### src/rtl/accel_pkg.sv
// ============================================================================
// Module      : accel_pkg
// Description : Shared types, defaults and helpers for the accelerometer
//               filter/scaler stage.
// Revision    : 1.0 - initial release
// ============================================================================
`default_nettype none

package accel_pkg;

    localparam int c_def_num_ch   = 2;
    localparam int c_def_in_w     = 12;
    localparam int c_def_out_w    = 9;
    localparam int c_def_avg_log2 = 2;

    typedef enum logic [1:0] {
        IDLE  = 2'd0,
        ACCUM = 2'd1,
        SCALE = 2'd2,
        DONE  = 2'd3
    } state_t;

    // Zero-g output code; an inverted channel rests one code below mid-scale.
    function automatic int unsigned zero_g_code(input int unsigned out_w, input logic inv);
        return (32'd1 << (out_w - 1)) - (inv ? 32'd1 : 32'd0);
    endfunction

endpackage

`default_nettype wire

### src/rtl/accel_scale_clip.sv
// ============================================================================
// Module      : accel_scale_clip
// Description : Combinational average/offset/window/clip/invert datapath,
//               shared by all channels.
// Revision    : 1.0 - initial release
// ============================================================================
`default_nettype none

module accel_scale_clip #(
    parameter int IN_W     = 12,
    parameter int OUT_W    = 9,
    parameter int AVG_LOG2 = 2
) (
    input  logic signed [IN_W+AVG_LOG2-1:0] i_acc,
    input  logic                            i_range_sel,
    input  logic                            i_inv,
    output logic        [OUT_W-1:0]         o_result
);

    localparam int c_zg_i = 1 << (OUT_W - 1);
    localparam int c_hi_i = c_zg_i + (1 << OUT_W) - 1;
    localparam logic [OUT_W:0] c_zg = c_zg_i[OUT_W:0];
    localparam logic [OUT_W:0] c_hi = c_hi_i[OUT_W:0];

    logic signed [IN_W-1:0] w_avg;
    logic        [IN_W-1:0] w_off;
    logic        [OUT_W:0]  w_t;
    logic        [OUT_W-1:0] w_win;
    logic        [OUT_W-1:0] w_raw;

    always_comb begin
        w_avg = IN_W'(i_acc >>> AVG_LOG2);
        // Adding half of full scale to a two's-complement value flips its MSB.
        w_off = {~w_avg[IN_W-1], w_avg[IN_W-2:0]};
        w_t   = (OUT_W+1)'(w_off >> (IN_W - OUT_W - 1));
        if (w_t < c_zg) begin
            w_win = '0;
        end else if (w_t >= c_hi) begin
            w_win = '1;
        end else begin
            w_win = OUT_W'(w_t - c_zg);
        end
        w_raw    = i_range_sel ? w_t[OUT_W:1] : w_win;
        o_result = i_inv ? ~w_raw : w_raw;
    end

endmodule

`default_nettype wire

### src/rtl/accel_filter_scaler.sv
// ============================================================================
// Module      : accel_filter_scaler
// Description : N-channel box-car averaging and range scaling of signed
//               accelerometer samples with one time-shared scale datapath.
// Revision    : 1.0 - initial release
// ============================================================================
`default_nettype none

module accel_filter_scaler
    import accel_pkg::*;
#(
    parameter int                 NUM_CH   = c_def_num_ch,
    parameter int                 IN_W     = c_def_in_w,
    parameter int                 OUT_W    = c_def_out_w,
    parameter int                 AVG_LOG2 = c_def_avg_log2,
    parameter logic [NUM_CH-1:0]  INV_MASK = 2'b10
) (
    input  logic                      clk,
    input  logic                      reset,
    input  logic                      data_rdy,
    input  logic [NUM_CH*IN_W-1:0]    accel_in,
    input  logic                      range_sel,
    output logic                      busy,
    output logic                      overrun,
    output logic                      out_valid,
    output logic [NUM_CH*OUT_W-1:0]   accel_out
);

    localparam int c_acc_w = IN_W + AVG_LOG2;
    localparam int c_ch_w  = (NUM_CH > 1) ? $clog2(NUM_CH) : 1;
    localparam logic [c_ch_w-1:0] c_last_ch = c_ch_w'(NUM_CH - 1);

    state_t                     r_state;
    state_t                     w_state_nxt;
    logic [c_ch_w-1:0]          r_ch;
    logic [NUM_CH*IN_W-1:0]     r_sample;
    logic                       r_range;
    logic signed [c_acc_w-1:0]  r_acc    [NUM_CH];
    logic [OUT_W-1:0]           r_shadow [NUM_CH];
    logic                       r_overrun;
    logic                       r_out_valid;

    logic                       w_last_ch;
    logic                       w_window_done;
    logic                       w_capture;
    logic                       w_acc_en;
    logic                       w_scale_en;
    logic signed [IN_W-1:0]     w_cur_sample;
    logic signed [c_acc_w-1:0]  w_cur_acc;
    logic [OUT_W-1:0]           w_scaled;

    assign w_last_ch    = (r_ch == c_last_ch);
    assign w_cur_sample = r_sample[r_ch*IN_W +: IN_W];
    assign w_cur_acc    = r_acc[r_ch];

    assign busy      = (r_state != IDLE);
    assign overrun   = r_overrun;
    assign out_valid = r_out_valid;

    // Window is complete when the frame counter is about to wrap to zero.
    generate
        if (AVG_LOG2 == 0) begin : g_no_avg
            assign w_window_done = 1'b1;
        end else begin : g_avg
            logic [AVG_LOG2-1:0] r_frame_cnt;
            always_ff @(posedge clk or negedge reset) begin
                if (!reset) begin
                    r_frame_cnt <= '0;
                end else if (w_acc_en && w_last_ch) begin
                    r_frame_cnt <= r_frame_cnt + 1'b1;
                end
            end
            assign w_window_done = (r_frame_cnt == {AVG_LOG2{1'b1}});
        end
    endgenerate

    always_comb begin
        w_state_nxt = r_state;
        w_capture   = 1'b0;
        w_acc_en    = 1'b0;
        w_scale_en  = 1'b0;
        case (r_state)
            IDLE: begin
                if (data_rdy) begin
                    w_capture   = 1'b1;
                    w_state_nxt = ACCUM;
                end
            end
            ACCUM: begin
                w_acc_en = 1'b1;
                if (w_last_ch) begin
                    w_state_nxt = w_window_done ? SCALE : IDLE;
                end
            end
            SCALE: begin
                w_scale_en = 1'b1;
                if (w_last_ch) begin
                    w_state_nxt = DONE;
                end
            end
            DONE:    w_state_nxt = IDLE;
            default: w_state_nxt = IDLE;
        endcase
    end

    always_ff @(posedge clk or negedge reset) begin
        if (!reset) begin
            r_state     <= IDLE;
            r_ch        <= '0;
            r_sample    <= '0;
            r_range     <= 1'b0;
            r_overrun   <= 1'b0;
            r_out_valid <= 1'b0;
        end else begin
            r_state     <= w_state_nxt;
            r_out_valid <= (r_state == DONE);
            if (data_rdy && (r_state != IDLE)) begin
                r_overrun <= 1'b1;
            end
            if (w_capture) begin
                r_sample <= accel_in;
                r_range  <= range_sel;
                r_ch     <= '0;
            end else if (w_acc_en || w_scale_en) begin
                r_ch <= w_last_ch ? '0 : r_ch + 1'b1;
            end
        end
    end

    always_ff @(posedge clk or negedge reset) begin
        if (!reset) begin
            for (int k = 0; k < NUM_CH; k++) begin
                r_acc[k]    <= '0;
                r_shadow[k] <= '0;
            end
        end else if (w_acc_en) begin
            r_acc[r_ch] <= w_cur_acc + c_acc_w'(w_cur_sample);
        end else if (w_scale_en) begin
            r_acc[r_ch]    <= '0;
            r_shadow[r_ch] <= w_scaled;
        end
    end

    accel_scale_clip #(
        .IN_W     (IN_W),
        .OUT_W    (OUT_W),
        .AVG_LOG2 (AVG_LOG2)
    ) u_scale_clip (
        .i_acc       (w_cur_acc),
        .i_range_sel (r_range),
        .i_inv       (INV_MASK[r_ch]),
        .o_result    (w_scaled)
    );

    generate
        for (genvar k = 0; k < NUM_CH; k++) begin : g_out
            localparam logic [OUT_W-1:0] c_rst_code = OUT_W'(zero_g_code(OUT_W, INV_MASK[k]));
            logic [OUT_W-1:0] r_out;
            always_ff @(posedge clk or negedge reset) begin
                if (!reset) begin
                    r_out <= c_rst_code;
                end else if (r_state == DONE) begin
                    r_out <= r_shadow[k];
                end
            end
            assign accel_out[k*OUT_W +: OUT_W] = r_out;
        end
    endgenerate

endmodule

`default_nettype wire

### config.mk
export PLATFORM = sky130hd
export DESIGN_NAME = accel_filter_scaler
export DESIGN_NICKNAME = d
export VERILOG_FILES = /design/src/rtl/accel_pkg.sv /design/src/rtl/accel_scale_clip.sv /design/src/rtl/accel_filter_scaler.sv
export SDC_FILE = /design/constraint.sdc
export NUM_CORES = 1
export LEC_CHECK = 0
export BUFFER_PORTS_ARGS = -buffer_cell sky130_fd_sc_hd__buf_2
export CORE_MARGIN = 5
export CORE_UTILIZATION = 55
export DETAILED_ROUTE_END_ITERATION = 8
export HOLD_SLACK_MARGIN = 0.02
export PLACE_DENSITY_LB_ADDON = 0.3
export SLEW_MARGIN = 25
export SYNTH_ARGS = -nofsm -noshare
export SYNTH_HDL_FRONTEND = slang
export SYNTH_HIERARCHICAL = 1
export SYNTH_SLANG_ARGS = --single-unit
### constraint.sdc
create_clock -name clk -period 7.3 [get_ports clk]
set_input_delay 0 -clock clk [delete_from_list [all_inputs] [get_ports clk]]
set_output_delay 0 -clock clk [all_outputs]
set_load 0.1 [all_outputs]
# [After elaboration in Yosys (flattened, before gate mapping)]
# Index checks and enable logic that the tools add are counted.
[word_totals] inputBits=28 ff_bits=96 wordCells=76
[classes] shift=1 n_bitwise=6 n_lt_le_gt_ge=5 mul=1 n_addsub=4 muxes=29 reduce_logical=10 eq_ne=7
[ops] operator="14-bit 2-to-1 mux" n=4
[ops] operator="28-bit 2-to-1 mux" n=2
[ops] operator="9-bit 2-to-1 mux" n=5
[ops] operator="28-bit bitwise AND" n=1
[ops] operator="28-bit bitwise mux" n=1
[ops] operator="28-bit inverter" n=1
[ops] operator="24-bit by 6-bit variable part select with 12-bit output" n=1
[ops] operator="18-bit bitwise mux" n=1
[ops] operator="14-bit by 12-bit adder with 14-bit output" n=1
[ops] operator="14-bit demux with 1-bit select" n=1
[ops] operator="10-bit greater-or-equal comparator (second input constant)" n=1
[ops] operator="10-bit by 9-bit less-than comparator with 1-bit output (second input constant)" n=1
[ops] operator="9-bit demux with 1-bit select" n=1
[ops] operator="1-bit 2-to-1 mux" n=9
[ops] operator="9-bit inverter" n=1
[ops] operator="9-bit subtractor (second input constant)" n=1
[ops] operator="2-bit 2-to-1 mux" n=4
[ops] operator="2-bit case mux with 4 select lines" n=1
[ops] operator="2-bit == test (second input constant)" n=3
[ops] operator="2-bit != test (second input constant)" n=3
[ops] operator="2-bit nonzero test" n=3
[ops] operator="1-bit logical AND" n=3
[ops] operator="1-bit by 2-bit multiplier with 3-bit output (second input constant)" n=1
[ops] operator="3-bit AND reduction" n=1
[ops] operator="other kinds (11)" n=12

# [Depth between registers and ports, before layout]
# Gate-level depths: netlist (run 1).
[logic_depth] depth_word=12 depth_mapped=12 ltp_nobuf=9

# [By module]
# Netlist (run 1), hierarchy kept.
[by_module_without_submodules] module="accel_filter_scaler" n_inst=1 seq_area_each_um2=2413.6 area_per_inst_um2=4702.0 cells_per_inst=374
[by_module_without_submodules] module="accel_scale_clip" n_inst=1 seq_area_each_um2=0.0 area_per_inst_um2=334.1 cells_per_inst=49

# [Worst setup path before layout (run 1)]
# Ideal clock, no wire load.
[synth_path] path_type="reg-to-reg" start="register r_ch" end="register r_acc[23] (netlist name)" path_stages_with_launch=11 setup_ps=121 arrival_time_ps=2854 slack_ps=4325 cell_sequence="dfrtp_1 -> buf_2 -> buf_2 -> buf_2 -> mux2_2 -> ha_1 -> a21o_1 -> a31oi_2 -> a211oi_2 -> or3_1 -> a32o_2"
[synth_via] elab_cells_between_ends=17 classes_between="1 x add/sub; 1 x mul; 2 x order compare; 1 x shift; 8 x mux; 3 x bitwise; 1 x reduce/logical"
[synth_lines] element="from (decl)" line="accel_filter_scaler.sv:35" source="logic [c_ch_w-1:0] r_ch;"
[synth_lines] element="from (signal assigned)" line="accel_filter_scaler.sv:125" source="r_ch <= w_last_ch ? '0 : r_ch + 1'b1;"
[synth_lines] element="1-bit inverter with 2-bit output (not written as such)" line="accel_filter_scaler.sv:54" source="assign w_cur_acc = r_acc[r_ch];"
[synth_lines] element="14-bit 2-to-1 mux (not written as such) (3 in a row)" line="accel_filter_scaler.sv:54"
[synth_lines] element="via w_cur_acc[4]" line="accel_filter_scaler.sv:49" source="logic signed [c_acc_w-1:0] w_cur_acc;"
[synth_lines] element="14-bit by 12-bit adder with 14-bit output" line="accel_filter_scaler.sv:137" source="r_acc[r_ch] <= w_cur_acc + c_acc_w'(w_cur_sample);"
[synth_lines] element="28-bit bitwise mux" line="accel_filter_scaler.sv:137"
[synth_lines] element="28-bit 2-to-1 mux" line="accel_filter_scaler.sv:136" source="end else if (w_acc_en) begin"
[synth_lines] element="to (signal, indexed assignment)" line="accel_filter_scaler.sv:137"
[synth_lines] element="to (decl)" line="accel_filter_scaler.sv:38" source="logic signed [c_acc_w-1:0] r_acc [NUM_CH];"
# The timed path passes the listed nets, and every way through them passes these cells. The select of a mux whose other input is x is not followed.
# A chain may end at the register's enable or synchronous reset.

# [Final worst setup path (run 1)]
[layout_path] start="register r_ch" end="register r_acc[9] (netlist name)"
# Same word-level chain as after synthesis.

==> results.json, run 1 <==
{
  "worst_skew_pair.late_latency_ns": 0.36,
  "syn_area_um2": 5040,
  "start_util_pct": 55.6,
  "htree_levels": 3,
  "cts_inserted_buffers": 9,
  "coreArea_um2": 9060,
  "worstPathArrival_ns": 3.59,
  "async_flop_share_pct": 100,
  "synth_area_leader_cell": "dfrtp_1",
  "num_vias": 3562,
  "drt_iter0_drc": 291,
  "crit_path_end_kind": "flop",
  "rsz0062_at_grt": "false",
  "antenna_found_initial": 0,
  "fmax_mhz": 300,
  "final_antenna_net_count": 0,
  "drt-vias-per-instance": 5.83,
  "yosysUniqueCellTypes": 52,
  "clk_pin_slew_ns": 0.09,
  "dp_hpwl_mm": 7.06,
  "grt_pass1_vias": 3543,
  "finClkSkew_ns": 0.00719,
  "die_h_um": 106,
  "worst-slew-pin-transition_ns": 1.05,
  "path_max_fanout": 45,
  "relSlewSlack_pct": 30.3,
  "postSynthAreaPerCell_um2": 11.9,
  "yosysSeqAreaShare_pct": 47.9,
  "area_growth_syn_to_layout_pct": 15.1,
  "grt_util_all_layers_pct": 19.1,
  "synth_ff_type": "dfrtp_1",
  "nets": 543,
  "portBuffers": 48,
  "syn_nets": 471,
  "startpoint_type": "flop",
  "clock_sinks": 96,
  "io_pins": 49,
  "whs_ns": 0.155,
  "drc": 0,
  "hp-class": "primary input to asynchronous set/reset pin",
  "maxSlewViolCount": 0,
  "clock-root-buffer": "clkbuf_8",
  "ys.warnings.count": 6,
  "hold_viol": 0,
  "yosysTopAreaCellShare_pct": 43.2,
  "fp-row-count": 35,
  "outcome": "complete, no violations",
  "post-cts-setup-buffers": 0,
  "clockBufferDepth": 2,
  "final_cell_mix": "dfrtp_1, mux2_2, buf_2",
  "layout_commonest_cell": "dfrtp_1",
  "cts_tree": "built",
  "synth_edf_count": 0,
  "crit_required_ns": 7.55,
  "post-route-period-util_pct": 45.7,
  "die_area_um2": 11200,
  "routed_wl_mm": 10.4,
  "final-setup-viol-count": 0,
  "min_period_ns": 3.33,
  "grt_pass1_wl_mm": 17.4,
  "finalSetupTns_ns": 0,
  "die_w_um": 106,
  "drv_cap": 0,
  "drive_above_1_share_pct": 35.4,
  "gr-total-overflow": 0,
  "setup.worst_path.class": "flop to flop",
  "netlist_instances": 423,
  "wl_per_cell_um": 17.0,
  "n_antenna_cell": 0,
  "yosys_register_bits": 96,
  "yosys-top-cells-area": "dfrtp_1, mux2_2, ha_1, dfstp_2, nand2_1",
  "place.gp.congestion": 0.912,
  "dr.pass1.iters": 4,
  "finish.utilization_pct": 64.0,
  "grt_max_degree": 53
}
-- cells in the mapped netlist, drive strengths merged (2+ instances only) --
master	count
nand4	4
a21o	6
xor2	4
clkbuf	10
o211ai	4
and2b	7
nor2b	5
o221ai	7
nor3	5
or4	4
buf	8
nand2	41
a32o	8
a221oi	2
a21oi	11
a211oi	2
a222oi	2
nand3	8
a31oi	2
o311a	2
and2	3
inv	7
ha	19
o21a	3
a22o	10
xnor2	14
nor2	8
o21ai	18
mux2i	3
mux2	85
or3	6
dfstp	9
dfrtp	87
-- cell type report --
class / count / area (µm²)
clock buffer: 9 / 124
multi-input combinational: 302 / 2500
clock inverter: 7 / 47.5
inverter: 7 / 26.3
tap: 111 / 139
timing repair buffer: 79 / 543
sequential: 96 / 2410
fill: 732 / 3270
-- logic make-up after synthesis --
family                     synth area share [%]
DFF                                        47.9
adders and majority gates                  5.12
AOI/OAI and AO/OA                          12.4
muxes                                      19.6
buffers and inverters                      2.41
xor gates and xnor gates                   3.13
and+or+nand+nor                            9.37
-- worst max-delay path, stage by stage (launching register included) --
cell	delay (ns)
dfrtp_2	1.06
mux2_2	0.47
ha_1	0.38
a21o_1	0.21
a31oi_2	0.24
a211oi_2	0.16
or3_1	0.40
a32o_2	0.28
-- sequential cells by signal (all words and copies together), names as in the netlist, named ones only --
name and cells:
g_avg.r_frame_cnt 2, g_out.r_out 18, out_valid 1, overrun 1, r_acc 28, r_ch 1
r_range 1, r_sample 24, r_shadow 18, r_state 1
-- per-stage QoR --
step | instances | cell area (µm²) | setup slack (ns)
global placement | 568 | 5350 | 4.08
floorplan | 423 | 5040 | 4.32
detailed placement | 568 | 5350 | 4.01
finish | 611 | 5800 | 3.97
global route | 611 | 5800 | 3.71
CTS | 611 | 5800 | 3.99
-- per-layer routing --
metal	wire (µm)	part of all wire [%]	track usage, %	vias up
met4	150	1.4	5.74	0
met3	542	5.2	2.63	16
li1	-	-	-	1697
met5	0	0	0	-
met2	5240	50	32.7	96
met1	4470	43	25.4	1753
-- worst paths after layout --
kind                          start           to  slack [ns]  depth (start not counted)
min in group clk           data_rdy         r_ch        0.39                          3
max in group asynchronous     reset    r_acc[20]        6.10                          3
max reg2reg                    r_ch     r_acc[9]        3.97                          7
min reg2reg                 overrun      overrun        0.46                          1
max                            r_ch     r_acc[9]        3.97                          7
min                           reset  r_shadow[4]        0.16                          2
-- timing repair --
action / CTS / global route
hold endpoints to repair: 71 / 0
hold buffers: 27 / 0
resized for setup: 0 / 0
Power of run 1 is left out: the tool's default activity adds up to more than one toggle a clock period on the data nets, which glitch-free logic cannot reach.
==> run 2: changes to the inputs <==
==> constraint.sdc (replaced) <==
create_clock -name clk -period 3.4 [get_ports clk]
set_input_delay 0 -clock clk [delete_from_list [all_inputs] [get_ports clk]]
set_output_delay 0 -clock clk [all_outputs]
set_load 0.1 [all_outputs]
==> results.json, run 2 (synthesized netlist as in run 1, its figures left out) <==
{
  "outcome": "complete, no violations",
  "grt_util_all_layers_pct": 19.3,
  "largest_reg_flops": 28,
  "post-route-period-util_pct": 87.1,
  "cts_tree": "built",
  "routed_wl_mm": 10.2,
  "io_pins": 49,
  "portBuffers": 48,
  "worst_slack_ns": 0.437,
  "max_flop_register": "r_acc",
  "hp-class": "primary input to asynchronous set/reset pin",
  "worst_r2r_endpoint": "r_acc[26]",
  "fp-row-count": 35,
  "drt-vias-per-instance": 5.83,
  "die_w_um": 106,
  "n_antenna_cell": 0,
  "worst_skew_pair.late_latency_ns": 0.36,
  "finClkSkew_ns": 0.0115,
  "drv_cap": 0,
  "nFillCells": 705,
  "finish.utilization_pct": 65.0,
  "whs_ns": 0.274,
  "nets": 547,
  "clk_pin_slew_ns": 0.09,
  "post-cts-setup-buffers": 0,
  "multi_input_area_um2": 2500,
  "setup.worst_path.class": "flop to flop",
  "final-setup-viol-count": 0,
  "wl_per_cell_um": 16.6,
  "pre_cts_slack_ns": 0.498,
  "place.gp.congestion": 0.921,
  "reg_top3": "r_acc x28, r_sample x24",
  "r2r_slack_ns": 0.44,
  "clock-root-buffer": "clkbuf_8",
  "grt_pass1_vias": 3673,
  "regArea_um2": 2410,
  "worstPathArrival_ns": 3.26,
  "coreArea_um2": 9060,
  "clockBufferDepth": 2,
  "area_growth_syn_to_layout_pct": 16.9,
  "dr.pass1.iters": 5,
  "drt_iter0_drc": 251,
  "layout_commonest_cell": "dfrtp_1",
  "hold_viol": 0,
  "crit_required_ns": 3.69,
  "dp_hpwl_mm": 7.24,
  "grt_max_degree": 70,
  "gr-total-overflow": 0,
  "die_h_um": 106,
  "cts_resized": 0,
  "worst-slew-pin-transition_ns": 0.876,
  "path_max_fanout": 15,
  "die_area_um2": 11200,
  "fmax_mhz": 338,
  "finalSetupTns_ns": 0,
  "start_util_pct": 55.6,
  "final_antenna_net_count": 0,
  "grt_pass1_wl_mm": 17.6,
  "num_vias": 3587,
  "clock_sinks": 96,
  "final_cell_mix": "dfrtp_1, mux2_2, buf_2",
  "drc": 0,
  "relSlewSlack_pct": 41.5,
  "drive_above_1_share_pct": 35.5,
  "hold_buffers": 27,
  "cts_inserted_buffers": 9,
  "startpoint_type": "flop",
  "htree_levels": 3,
  "crit_path_end_kind": "flop",
  "rsz0062_at_grt": "false",
  "maxSlewViolCount": 0,
  "min_period_ns": 2.96,
  "r2r-start": "r_ch",
  "ff2ff_path_depth": 7,
  "antenna_found_initial": 0
}
-- run 2: worst max-delay path by stage --
stage / from / end / slack (ns) / cells past startpoint
global placement: r_ch / r_acc[23] / 0.58 / 7
detailed placement: r_ch / r_acc[26] / 0.50 / 7
finish: r_ch / r_acc[26] / 0.44 / 7
floorplan: r_ch / r_acc[23] / 0.42 / 10
global route: r_ch / r_acc[12] / 0.25 / 7
CTS: r_ch / r_acc[26] / 0.50 / 7
-- run 2: metrics by stage --
| stage | area (µm²) | instances |
|---|---|---|
| after floorplan | 5040 | 423 |
| final | 5890 | 615 |
| after global routing | 5890 | 615 |
| after CTS | 5890 | 615 |
| after global placement | 5400 | 572 |
| after detailed placement | 5400 | 572 |
-- run 2: cell type report --
cell class                      count  area share (%)
Timing Repair Buffer               83            9.94
Clock inverter                      5            1.38
Inverter                            7           0.446
Multi-Input combinational cell    302            42.5
Sequential cell                    96            41.0
Tap cell                          111            2.36
Clock buffer                       11            2.40
-- run 2: worst max-delay path: stages, from the launching register on --
cell and delay, ns:
dfrtp_2 0.61, buf_4 0.22, mux2_2 0.39, ha_1 0.39
a21oi_2 0.32, o21ai_0 0.30, or4_1 0.58, nand3_1 0.09
-- run 2: routing by layer --
layer	wire length [µm]	up-vias	track usage, %
met2	5180	105	33.1
li1	-	1707	-
met4	121	0	5.09
met3	476	13	4.04
met5	0	-	0
met1	4450	1762	24.8
Power of run 2 is left out for the same reason.
